### src/rtl/step_motor_drv_pkg.sv
// Shared definitions for the stepper axis: FSM encoding, direction levels
// and the shortest legal step period.
package axis_pkg;

  typedef enum logic {
    ST_IDLE = 1'b0,
    ST_RUN  = 1'b1
  } axis_state_e;

  localparam logic DIR_POS    = 1'b0;
  localparam logic DIR_NEG    = 1'b1;
  localparam int   MIN_PERIOD = 2;

endpackage

### src/rtl/step_motor_drv_if.sv
// Command/status bundle between the axis motion controller (master) and the
// step-pulse generator (slave).
// Handshake: start, stop and mod_remain are single-cycle strobes sampled on the
// rising clock edge; there is no ready, the strobes are simply ignored in states
// where they have no meaning.
interface step_motor_drv_if #(
  parameter int NW = 32,
  parameter int SW = 32
) ();

  logic                 sel;
  logic                 start;
  logic                 stop;
  logic [SW-1:0]        speed;
  logic signed [NW-1:0] step;
  logic                 abs;
  logic                 mod_remain;
  logic signed [NW-1:0] new_remain;

  logic                 state;
  logic                 rt_dir;
  logic signed [NW-1:0] position;
  logic                 ntsign;
  logic                 zpsign;
  logic                 ptsign;

  modport master (
    output sel, start, stop, speed, step, abs, mod_remain, new_remain,
    input  state, rt_dir, position, ntsign, zpsign, ptsign
  );

  modport slave (
    input  sel, start, stop, speed, step, abs, mod_remain, new_remain,
    output state, rt_dir, position, ntsign, zpsign, ptsign
  );

endinterface

### src/rtl/step_motor_drv_sync2.sv
// Two-flop synchronizer for a single asynchronous sensor level.
module sync2 (
  input  logic clk,
  input  logic resetn,
  input  logic din,
  output logic dout
);

  logic meta_q;

  always_ff @(posedge clk or negedge resetn) begin
    if (!resetn) begin
      meta_q <= 1'b0;
      dout   <= 1'b0;
    end else begin
      meta_q <= din;
      dout   <= meta_q;
    end
  end

endmodule

### src/rtl/step_motor_drv.sv
// Step-pulse generator for one stepper axis: turns accepted moves into a train
// of fixed-period step pulses plus a direction level, tracking absolute position.
module step_motor_drv
  import axis_pkg::*;
#(
  parameter int C_STEP_NUMBER_WIDTH = 32,
  parameter int C_SPEED_DATA_WIDTH  = 32
) (
  input  logic             clk,
  input  logic             resetn,
  step_motor_drv_if.slave  ctrl,
  input  logic             ntsign_pin,
  input  logic             zpsign_pin,
  input  logic             ptsign_pin,
  output logic             drive,
  output logic             dir
);

  localparam int NW = C_STEP_NUMBER_WIDTH;
  localparam int SW = C_SPEED_DATA_WIDTH;
  localparam logic [NW-1:0] REMAIN_MAX = {1'b0, {(NW-1){1'b1}}};

  axis_state_e          fsm_q;
  logic [NW-1:0]        remain_q;
  logic [NW-1:0]        position_q;
  logic [SW-1:0]        period_q;
  logic [SW-1:0]        cnt_q;
  logic                 rt_dir_q;
  logic                 halt_pend_q;
  logic                 null_run_q;

  logic nt_s, zp_s, pt_s;

  sync2 u_sync_nt (.clk(clk), .resetn(resetn), .din(ntsign_pin), .dout(nt_s));
  sync2 u_sync_zp (.clk(clk), .resetn(resetn), .din(zpsign_pin), .dout(zp_s));
  sync2 u_sync_pt (.clk(clk), .resetn(resetn), .din(ptsign_pin), .dout(pt_s));

  // Displacement is one bit wider so absolute moves across the full range cannot overflow.
  logic signed [NW:0] disp;
  logic        [NW:0] disp_mag;
  logic signed [NW:0] nr_ext;
  logic        [NW:0] nr_mag;
  logic [NW-1:0]      start_remain;
  logic [NW-1:0]      nr_sat;
  logic [SW-1:0]      start_period;
  logic               start_dir;
  logic               start_blocked;
  logic               mod_ok;
  logic               limit_hit;
  logic               period_end;
  logic [SW-1:0]      cnt_next;
  logic [NW-1:0]      rem_dec;
  logic [NW-1:0]      rem_after;
  logic               finish;

  always_comb begin
    disp = ctrl.abs
         ? ($signed({ctrl.step[NW-1], ctrl.step}) - $signed({position_q[NW-1], position_q}))
         : $signed({ctrl.step[NW-1], ctrl.step});
    disp_mag     = disp[NW] ? $unsigned(-disp) : $unsigned(disp);
    start_remain = (disp_mag > {1'b0, REMAIN_MAX}) ? REMAIN_MAX : disp_mag[NW-1:0];
    start_dir    = disp[NW] ? DIR_NEG : DIR_POS;
    start_period = (ctrl.speed < SW'(MIN_PERIOD)) ? SW'(MIN_PERIOD) : ctrl.speed;
    // A zero move or a move straight into an active limit runs one cycle without pulsing.
    start_blocked = (disp == '0) || ((start_dir == DIR_POS) ? pt_s : nt_s);

    nr_ext = $signed({ctrl.new_remain[NW-1], ctrl.new_remain});
    nr_mag = nr_ext[NW] ? $unsigned(-nr_ext) : $unsigned(nr_ext);
    nr_sat = (nr_mag > {1'b0, REMAIN_MAX}) ? REMAIN_MAX : nr_mag[NW-1:0];
    mod_ok = ctrl.mod_remain && (ctrl.new_remain[NW-1] == rt_dir_q);

    limit_hit  = (rt_dir_q == DIR_POS) ? pt_s : nt_s;
    period_end = (cnt_q == period_q - SW'(1));
    cnt_next   = cnt_q + SW'(1);

    // A remain update landing on the period end overrides the decrement.
    rem_dec   = (remain_q == '0) ? '0 : remain_q - NW'(1);
    rem_after = mod_ok ? nr_sat : rem_dec;
    finish    = (rem_after == '0) || halt_pend_q || ctrl.stop || limit_hit;
  end

  always_ff @(posedge clk or negedge resetn) begin
    if (!resetn) begin
      fsm_q       <= ST_IDLE;
      remain_q    <= '0;
      position_q  <= '0;
      period_q    <= '0;
      cnt_q       <= '0;
      rt_dir_q    <= DIR_POS;
      halt_pend_q <= 1'b0;
      null_run_q  <= 1'b0;
      drive       <= 1'b0;
    end else if (!ctrl.sel) begin
      // Abort: drop any partial step without counting it.
      fsm_q       <= ST_IDLE;
      cnt_q       <= '0;
      halt_pend_q <= 1'b0;
      null_run_q  <= 1'b0;
      drive       <= 1'b0;
    end else begin
      case (fsm_q)
        ST_IDLE: begin
          if (ctrl.start) begin
            fsm_q       <= ST_RUN;
            remain_q    <= start_remain;
            rt_dir_q    <= start_dir;
            period_q    <= start_period;
            cnt_q       <= '0;
            halt_pend_q <= 1'b0;
            null_run_q  <= start_blocked;
            drive       <= !start_blocked;
          end
        end

        ST_RUN: begin
          if (null_run_q) begin
            fsm_q      <= ST_IDLE;
            null_run_q <= 1'b0;
            drive      <= 1'b0;
          end else if (period_end) begin
            position_q <= (rt_dir_q == DIR_NEG) ? position_q - NW'(1) : position_q + NW'(1);
            remain_q   <= rem_after;
            cnt_q      <= '0;
            if (finish) begin
              fsm_q       <= ST_IDLE;
              halt_pend_q <= 1'b0;
              drive       <= 1'b0;
            end else begin
              drive <= 1'b1;
            end
          end else begin
            cnt_q <= cnt_next;
            drive <= (cnt_next < (period_q >> 1));
            if (mod_ok) remain_q <= nr_sat;
            if (ctrl.stop || limit_hit) halt_pend_q <= 1'b1;
          end
        end

        default: fsm_q <= ST_IDLE;
      endcase
    end
  end

  assign ctrl.state    = (fsm_q == ST_RUN);
  assign ctrl.rt_dir   = rt_dir_q;
  assign ctrl.position = position_q;
  assign ctrl.ntsign   = nt_s;
  assign ctrl.zpsign   = zp_s;
  assign ctrl.ptsign   = pt_s;
  assign dir           = rt_dir_q;

endmodule
### src/flat_wrapper.sv
// flat-port wrapper written by rule: the top's interface ports become plain ports
module step_motor_drv_flat import axis_pkg::*;
#(
  parameter int C_STEP_NUMBER_WIDTH = 32,
  parameter int C_SPEED_DATA_WIDTH  = 32
)
  (clk, resetn, ntsign_pin, zpsign_pin, ptsign_pin, drive, dir, ctrl_sel, ctrl_start, ctrl_stop, ctrl_speed, ctrl_step, ctrl_abs, ctrl_mod_remain, ctrl_new_remain, ctrl_state, ctrl_rt_dir, ctrl_position, ctrl_ntsign, ctrl_zpsign, ctrl_ptsign);
  step_motor_drv_if ctrl_i ();
  input  logic clk;
  input  logic resetn;
  input  logic ntsign_pin;
  input  logic zpsign_pin;
  input  logic ptsign_pin;
  output logic drive;
  output logic dir;
  input wire logic [$bits(ctrl_i.sel)-1:0] ctrl_sel;
  input wire logic [$bits(ctrl_i.start)-1:0] ctrl_start;
  input wire logic [$bits(ctrl_i.stop)-1:0] ctrl_stop;
  input wire logic [$bits(ctrl_i.speed)-1:0] ctrl_speed;
  input wire logic [$bits(ctrl_i.step)-1:0] ctrl_step;
  input wire logic [$bits(ctrl_i.abs)-1:0] ctrl_abs;
  input wire logic [$bits(ctrl_i.mod_remain)-1:0] ctrl_mod_remain;
  input wire logic [$bits(ctrl_i.new_remain)-1:0] ctrl_new_remain;
  output wire logic [$bits(ctrl_i.state)-1:0] ctrl_state;
  output wire logic [$bits(ctrl_i.rt_dir)-1:0] ctrl_rt_dir;
  output wire logic [$bits(ctrl_i.position)-1:0] ctrl_position;
  output wire logic [$bits(ctrl_i.ntsign)-1:0] ctrl_ntsign;
  output wire logic [$bits(ctrl_i.zpsign)-1:0] ctrl_zpsign;
  output wire logic [$bits(ctrl_i.ptsign)-1:0] ctrl_ptsign;
  assign ctrl_i.sel = ctrl_sel;
  assign ctrl_i.start = ctrl_start;
  assign ctrl_i.stop = ctrl_stop;
  assign ctrl_i.speed = ctrl_speed;
  assign ctrl_i.step = ctrl_step;
  assign ctrl_i.abs = ctrl_abs;
  assign ctrl_i.mod_remain = ctrl_mod_remain;
  assign ctrl_i.new_remain = ctrl_new_remain;
  assign ctrl_state = ctrl_i.state;
  assign ctrl_rt_dir = ctrl_i.rt_dir;
  assign ctrl_position = ctrl_i.position;
  assign ctrl_ntsign = ctrl_i.ntsign;
  assign ctrl_zpsign = ctrl_i.zpsign;
  assign ctrl_ptsign = ctrl_i.ptsign;
  step_motor_drv #(.C_STEP_NUMBER_WIDTH(C_STEP_NUMBER_WIDTH), .C_SPEED_DATA_WIDTH(C_SPEED_DATA_WIDTH)) u_core (.clk(clk), .resetn(resetn), .ctrl(ctrl_i), .ntsign_pin(ntsign_pin), .zpsign_pin(zpsign_pin), .ptsign_pin(ptsign_pin), .drive(drive), .dir(dir));
endmodule
### config.mk
export PLATFORM = sky130hd
export DESIGN_NAME = step_motor_drv_flat
export DESIGN_NICKNAME = d
export VERILOG_FILES = /design/src/rtl/step_motor_drv_pkg.sv /design/src/rtl/step_motor_drv_if.sv /design/src/rtl/step_motor_drv_sync2.sv /design/src/rtl/step_motor_drv.sv /design/src/flat_wrapper.sv
export SDC_FILE = /design/constraint.sdc
export NUM_CORES = 1
export LEC_CHECK = 0
export ABC_AREA = 1
export CAP_MARGIN = 0
export CORE_ASPECT_RATIO = 2
export CORE_MARGIN = 3
export CORE_UTILIZATION = 30
export CTS_BUF_LIST = sky130_fd_sc_hd__clkbuf_4 sky130_fd_sc_hd__clkbuf_8
export CTS_CLUSTER_DIAMETER = 80
export DETAILED_ROUTE_END_ITERATION = 12
export PLACE_DENSITY = 0.43
export SYNTH_ARGS = -nofsm -noshare
export SYNTH_HDL_FRONTEND = slang
export SYNTH_SLANG_ARGS = --single-unit
### constraint.sdc
create_clock -name clk -period 3.6 [get_ports clk]
set_input_delay 0.54 -clock clk [delete_from_list [all_inputs] [get_ports clk]]
set_output_delay 0.54 -clock clk [all_outputs]
set_load 0.02 [all_outputs]
* After elaboration in Yosys (flattened, before gate mapping) *
Cells that the tools add are included.

storage, ports and cells
  output and inout port bits = 39
  input bits = 106
  word-level logic and storage cells = 96
  register bits after elaboration = 139

operators by class
  order comparisons = 4
  reduce and logical (&&, ||, !) cells = 15
  equality and inequality tests = 9
  bitwise gates (word level) = 2
  mux-type cells = 43
  add/sub/neg operators = 8

operators by type and width
  operator                                                          number
  two-way mux 32 bit                                                14
  case mux 32 bit (2 select lines)                                  2
  two-way mux 33 bit                                                3
  subtractor 32 x 1 -> 32 bit (second input constant)               3
  greater-than comparator 33 x 31 -> 1 bit (second input constant)  2
  adder 32 x 1 -> 32 bit (second input constant)                    2
  logical NOT 32 bit                                                2
  logical NOT 33 bit                                                1
  negation 32 -> 33 bit                                             1
  negation 33 bit                                                   1
  subtractor 32 x 32 -> 33 bit                                      1
  == test 32 bit                                                    1
  < comparator 32 x 2 -> 1 bit (second input constant)              1
  < comparator 32 x 31 -> 1 bit                                     1
  two-way mux 1 bit                                                 20
  AND reduction 4 bit                                               3
  != test 3 bit (second input constant)                             3
  != test 4 bit (second input constant)                             2
  case mux 1 bit (2 select lines)                                   4
  logical OR 1 bit                                                  5
  != test 2 bit (second input constant)                             2
  AND reduction 3 bit                                               1
  inverter 1 bit                                                    2
  AND reduction 2 bit                                               1
  3 further kinds                                                   3

* Longest topological paths before layout *
  word-level depth = 14
  mapped depth = 27
  depth with buffers taken out = 27

* Hierarchy *
Synthesis repeated with hierarchy kept, for this count alone.

unflattened totals
  cell total of the unflattened synthesis = 2,823
  area, all modules = 16,838.6 um2

modules (own cells, without submodules)
  module          area each (um2)  seq. area each (um2)  cells each  instances
  step_motor_drv  16,688.5         3,328.2               2,817       1
  sync2           50.0             50.0                  2           3

* Worst setup path after synthesis *
OpenSTA, ideal clock, no wires.

  path kind = reg2reg
  from = reg u_core.rt_dir_q (netlist: u_core.ctrl.rt_dir)
  to = reg u_core.position_q[30] (netlist: u_core.ctrl.position[30])
  library setup time = 0.121 ns
  path buffers = 0
  cell stages (with the launch flop) = 14
  period minus slack after synthesis = 3.343 ns
  setup slack = 0.257 ns
  required time = 3.479 ns
  arrival time = 3.222 ns
  cell sequence = dfrtp_1 > inv_1 > fa_1 > o21ai_0 > a31oi_1 > o21ai_0 > nand2_1 > o21ai_0 > nand2_1 > nand2_1 > nand2_1 > nand3_1 > xor2_1 > o21ai_1

between the ends
  word-level cells in the longest chain between the ends = 1

RTL lines
  what                      line                   source
  start: declaration        step_motor_drv.sv:28   logic rt_dir_q;
  start signal: assignment  step_motor_drv.sv:106  rt_dir_q <= start_dir;
  two-way mux 32 bit        step_motor_drv.sv:121  position_q <= (rt_dir_q == DIR_NEG) ? position_q - NW'(1) : position_q + NW'(1);
  end signal: assignment    step_motor_drv.sv:121
  end: declaration          step_motor_drv.sv:25   logic [NW-1:0] position_q;

No other way between the ends.
A chain may end at the register's enable or synchronous reset.

* Worst setup path in the final report *
  from = reg u_core.cnt_q[0]
  to = reg u_core.drive

between the ends
  word-level cells in the longest chain between the ends = 6
  elaborated cells on any way between the ends = 7
  classes of those cells = add/sub: 1; order compare: 1; eq/ne: 1; mux: 4

RTL lines
  what                               line                   source
  start: declaration                 step_motor_drv.sv:27   logic [SW-1:0] cnt_q;
  start signal: assignment           step_motor_drv.sv:132  cnt_q <= cnt_next;
  adder 32 x 1 -> 32 bit             step_motor_drv.sv:74   cnt_next = cnt_q + SW'(1);
  < comparator 32 x 31 -> 1 bit      step_motor_drv.sv:133  drive <= (cnt_next < (period_q >> 1));
  two-way mux 1 bit *                step_motor_drv.sv:120  end else if (period_end) begin
  two-way mux 1 bit *                step_motor_drv.sv:116  if (null_run_q) begin
  case mux 1 bit (2 select lines) *  step_motor_drv.sv:101  case (fsm_q)
  two-way mux 1 bit *                step_motor_drv.sv:93   end else if (!ctrl.sel) begin
  end signal: assignment             step_motor_drv.sv:111  drive <= !start_blocked;
  end signal: assignment             step_motor_drv.sv:133
  end: declaration                   step_motor_drv.sv:15   output logic drive,

Mark *: on every way between the ends. The rest lies on a longest branch, timed or not.

==> run summary <==
Run status - finished, final reports clean
Largest net degree at the start of global routing - 81
Core area - 54500 sq um
Routed wire length per instance - 17.0 um
Row Count - 121
Hold Fails Final Rpt - 0
Worst slew pin tran - 1200 ps
Synth top area cells - dfrtp_1 21%, nand2_1 18%, inv_1 9.1%
RSZ-0062 raised after global routing - yes
P_leak - 10.9 nW
Hold Crit Class - in -> async
Syn Area/Cell - 6.00 sq um
Final Setup Violations - 0
Commonest cells in the netlist - 771 x nand2_1, 399 x inv_1, 307 x nor2_1
P&R area growth vs syn - 31.1%
I/O Pins - 145
Multi-input gate area - 11400 sq um
Period utilisation layout - 99.1%
Mapped Cells - 2751
CTS H-tree depth - 4
Cell family with most CP delay - simple AND/OR/NAND/NOR gates
Number of buffers inserted by port buffering - 144
Final non-filler cell area - 21600 sq um
Die Ht - 338 um
Gr ovfl total - 0
Reg clk slew, reported paths - 100 ps
Fin cells - 3848
Mapped cell area - 16500 sq um
CTS tree - yes
Asr flop ratio synth - 100%
Min Tclk post-route - 3570 ps
Crit path required time - 4080 ps
M2 GR Usage - 44.8%
DRC viols - 0
Clk_skew - 19.2 ps
Initial DRC Count - 851
Detail Route Antenna Nets - 0
Vias in the first global route - 19.3k
GR met1 Demand/Resource - 21.5%
Placed Cells - 3789
Worst-skew pair later-pin latency - 540 ps
Worst-path cell with the longest stage delay - dfrtp_1
Top cell type's share of synthesized area - 21.1%
Crit path largest cell delay - 360 ps
Critical Path End Type - flip-flop
Crit path arrival time - 4050 ps
Primary FF master, synth - dfrtp_1
Crit path max fanout - 3
Clk buf depth - 2
Via-to-Cell Ratio - 4.86
Syn Nets - 2956
Cell variety after synth - 58
Post-DP HPWL - 54000 um
GRT Resource Usage Total - 22.2%
Drt total wl - 65300 um
First-pass GRT wire length - 100000 um
Final nets - 3364
Seq/Total Area, Yosys - 21.1%
PwrDens - 281 nW/um^2
# clock sinks - 139
Met3 Use GR - 3.05%
Critical path buffers and inverters - 5
Synthesized flop and latch total - 139
Reg area - 3480 sq um
Count leader, synth - nand2_1
Initial antenna violation count - 2
Worst path most repeated cell - nand2_1
Max_cap viols - 0
Post-synth EDFFs - 0
Die Area - 58100 sq um
Maximum vdd drop - 0.316 mV
TNS Setup - 0 ps
RePlAce Congestion - 0.960
Area leader, netlist - dfrtp_1
Grt peak-use layer - met2
Crit Path Class - reg -> reg
# fillers - 5993
Share of layout cells above drive strength 1 - 15.5%
Max Clk Rate - 280 MHz
Slew Limit Fails - 0
Starting Density - 30.3%
DR vias - 18.7k
Placed Area - 20700 sq um
YS warnings - 0
Worst setup SP type - flip-flop
CTS Buf Count - 17
Root Driver - clkbuf_8
Die Width - 172 um
# hold bufs at CTS - 0
Worst slew margin - 20.0%
DRT Pass-1 Iters - 5
-- metrics by stage --
step                utilization (%)  hold WS, ps  total power [W]  worst slack (ps)
global route                   39.7         30.2          0.00655              -259
finish                         39.7         18.0          0.00609              32.7
detailed placement             38.0          344          0.00458              -505
global placement               38.0          333          0.00455              -492
CTS                            38.9         11.2          0.00613             -51.6
floorplan                         -          244          0.00354               257
-- path summary, 6_finish.rpt --
path	endpoint	slack [ps]	start	depth (start not counted)
min in group clk	u_core.u_sync_zp.dout	360	u_core.u_sync_zp.meta_q	0
max in group asynchronous	u_core.period_q[11]	2680	resetn	2
max reg2reg	u_core.drive	30	u_core.cnt_q[0]	27
max	u_core.drive	30	u_core.cnt_q[0]	27
min	u_core.ctrl.rt_dir	20	resetn	1
min reg2reg	u_core.u_sync_zp.dout	360	u_core.u_sync_zp.meta_q	0
-- layout by cell type, fill, tap and decap left out, drive strengths merged, types with 4 or more instances in the layout --
cell type	count
a22oi	6
dfrtp	139
inv	408
xnor2	49
xor2	117
o22ai	17
clkdlybuf4s50	142
o21ai	161
or2	24
a21oi	151
nor3	59
o21bai	4
a21boi	4
nand3b	6
ha	97
o21a	6
buf	318
nor4	14
nor2	321
nand3	237
clkbuf	20
o31ai	5
nand4	47
a31oi	6
nand2	775
o211ai	5
clkinvlp	4
and3	5
-- flip-flops by register name, summed over array words and instances, names as in the netlist, 32 cells and up --
signal	count
u_core.cnt_q	32
u_core.ctrl.position	32
u_core.period_q	32
u_core.remain_q	32
-- cells by family after synthesis --
group / share of synthesized area, %
AO/OA/AOI/OAI: 12.3
XOR/XNOR: 8.80
adder cells (fa/ha/maj): 7.59
buffers and inverters: 11.5
flip-flops: 21.1
AND/OR/NAND/NOR: 38.7
-- per-layer routing --
| metal | share of wire, % | wire (um) |
|---|---|---|
| met1 | 36 | 23600 |
| met2 | 56 | 36700 |
| met3 | 2.8 | 1830 |
| met4 | 4.8 | 3120 |
| met5 | 0 | 0 |
-- area by class of cell --
class / count / share of cell area (%)
multi-input combinational: 2134 / 52.8
timing repair buffer: 461 / 18.2
sequential: 139 / 16.1
inverter: 405 / 7.05
tap: 676 / 3.91
clock buffer: 19 / 1.21
clock inverter: 12 / 0.746
timing repair inverter: 1 / 0.0347
antenna: 1 / 0.0116
-- what timing repair did --
item,4_1_cts,5_1_grt
gates cloned,0,2
pin swaps,4,10
gates resized for setup,14,75
endpoints found under the setup margin,11,55
buffers inserted,1,24
-- worst reg2reg max path: stages (launching register included) --
cell      delay (ps)
dfrtp_1          360
ha_2             200
nand2_2           70
nor2_2           100
inv_2             60
nor2_2           100
inv_2             60
nor3_2           100
buf_4            140
inv_2             50
nor2_4           130
nand2_4           70
nor4_4           290
xor2_1           170
inv_1             90
ha_1             270
nand4_1          110
nor2_1            60
a2111o_1         300
a21oi_2          190
o21ai_2          100
nand2_1          100
nand3_2           70
nand2_1          100
nand3_1           90
nand2_1           60
nand2_1           50
nand2_1           50
-- report_power, final --
group          internal (W)  leakage [nW]  switching (W)  total (W)
Sequential          0.00173          1.75       0.000234    0.00196
Combinational       0.00109          8.99        0.00153    0.00262
Clock              0.000727         0.211       0.000781    0.00151
Total               0.00354          10.9        0.00255    0.00609
Power figures use the tool's default switching activity.
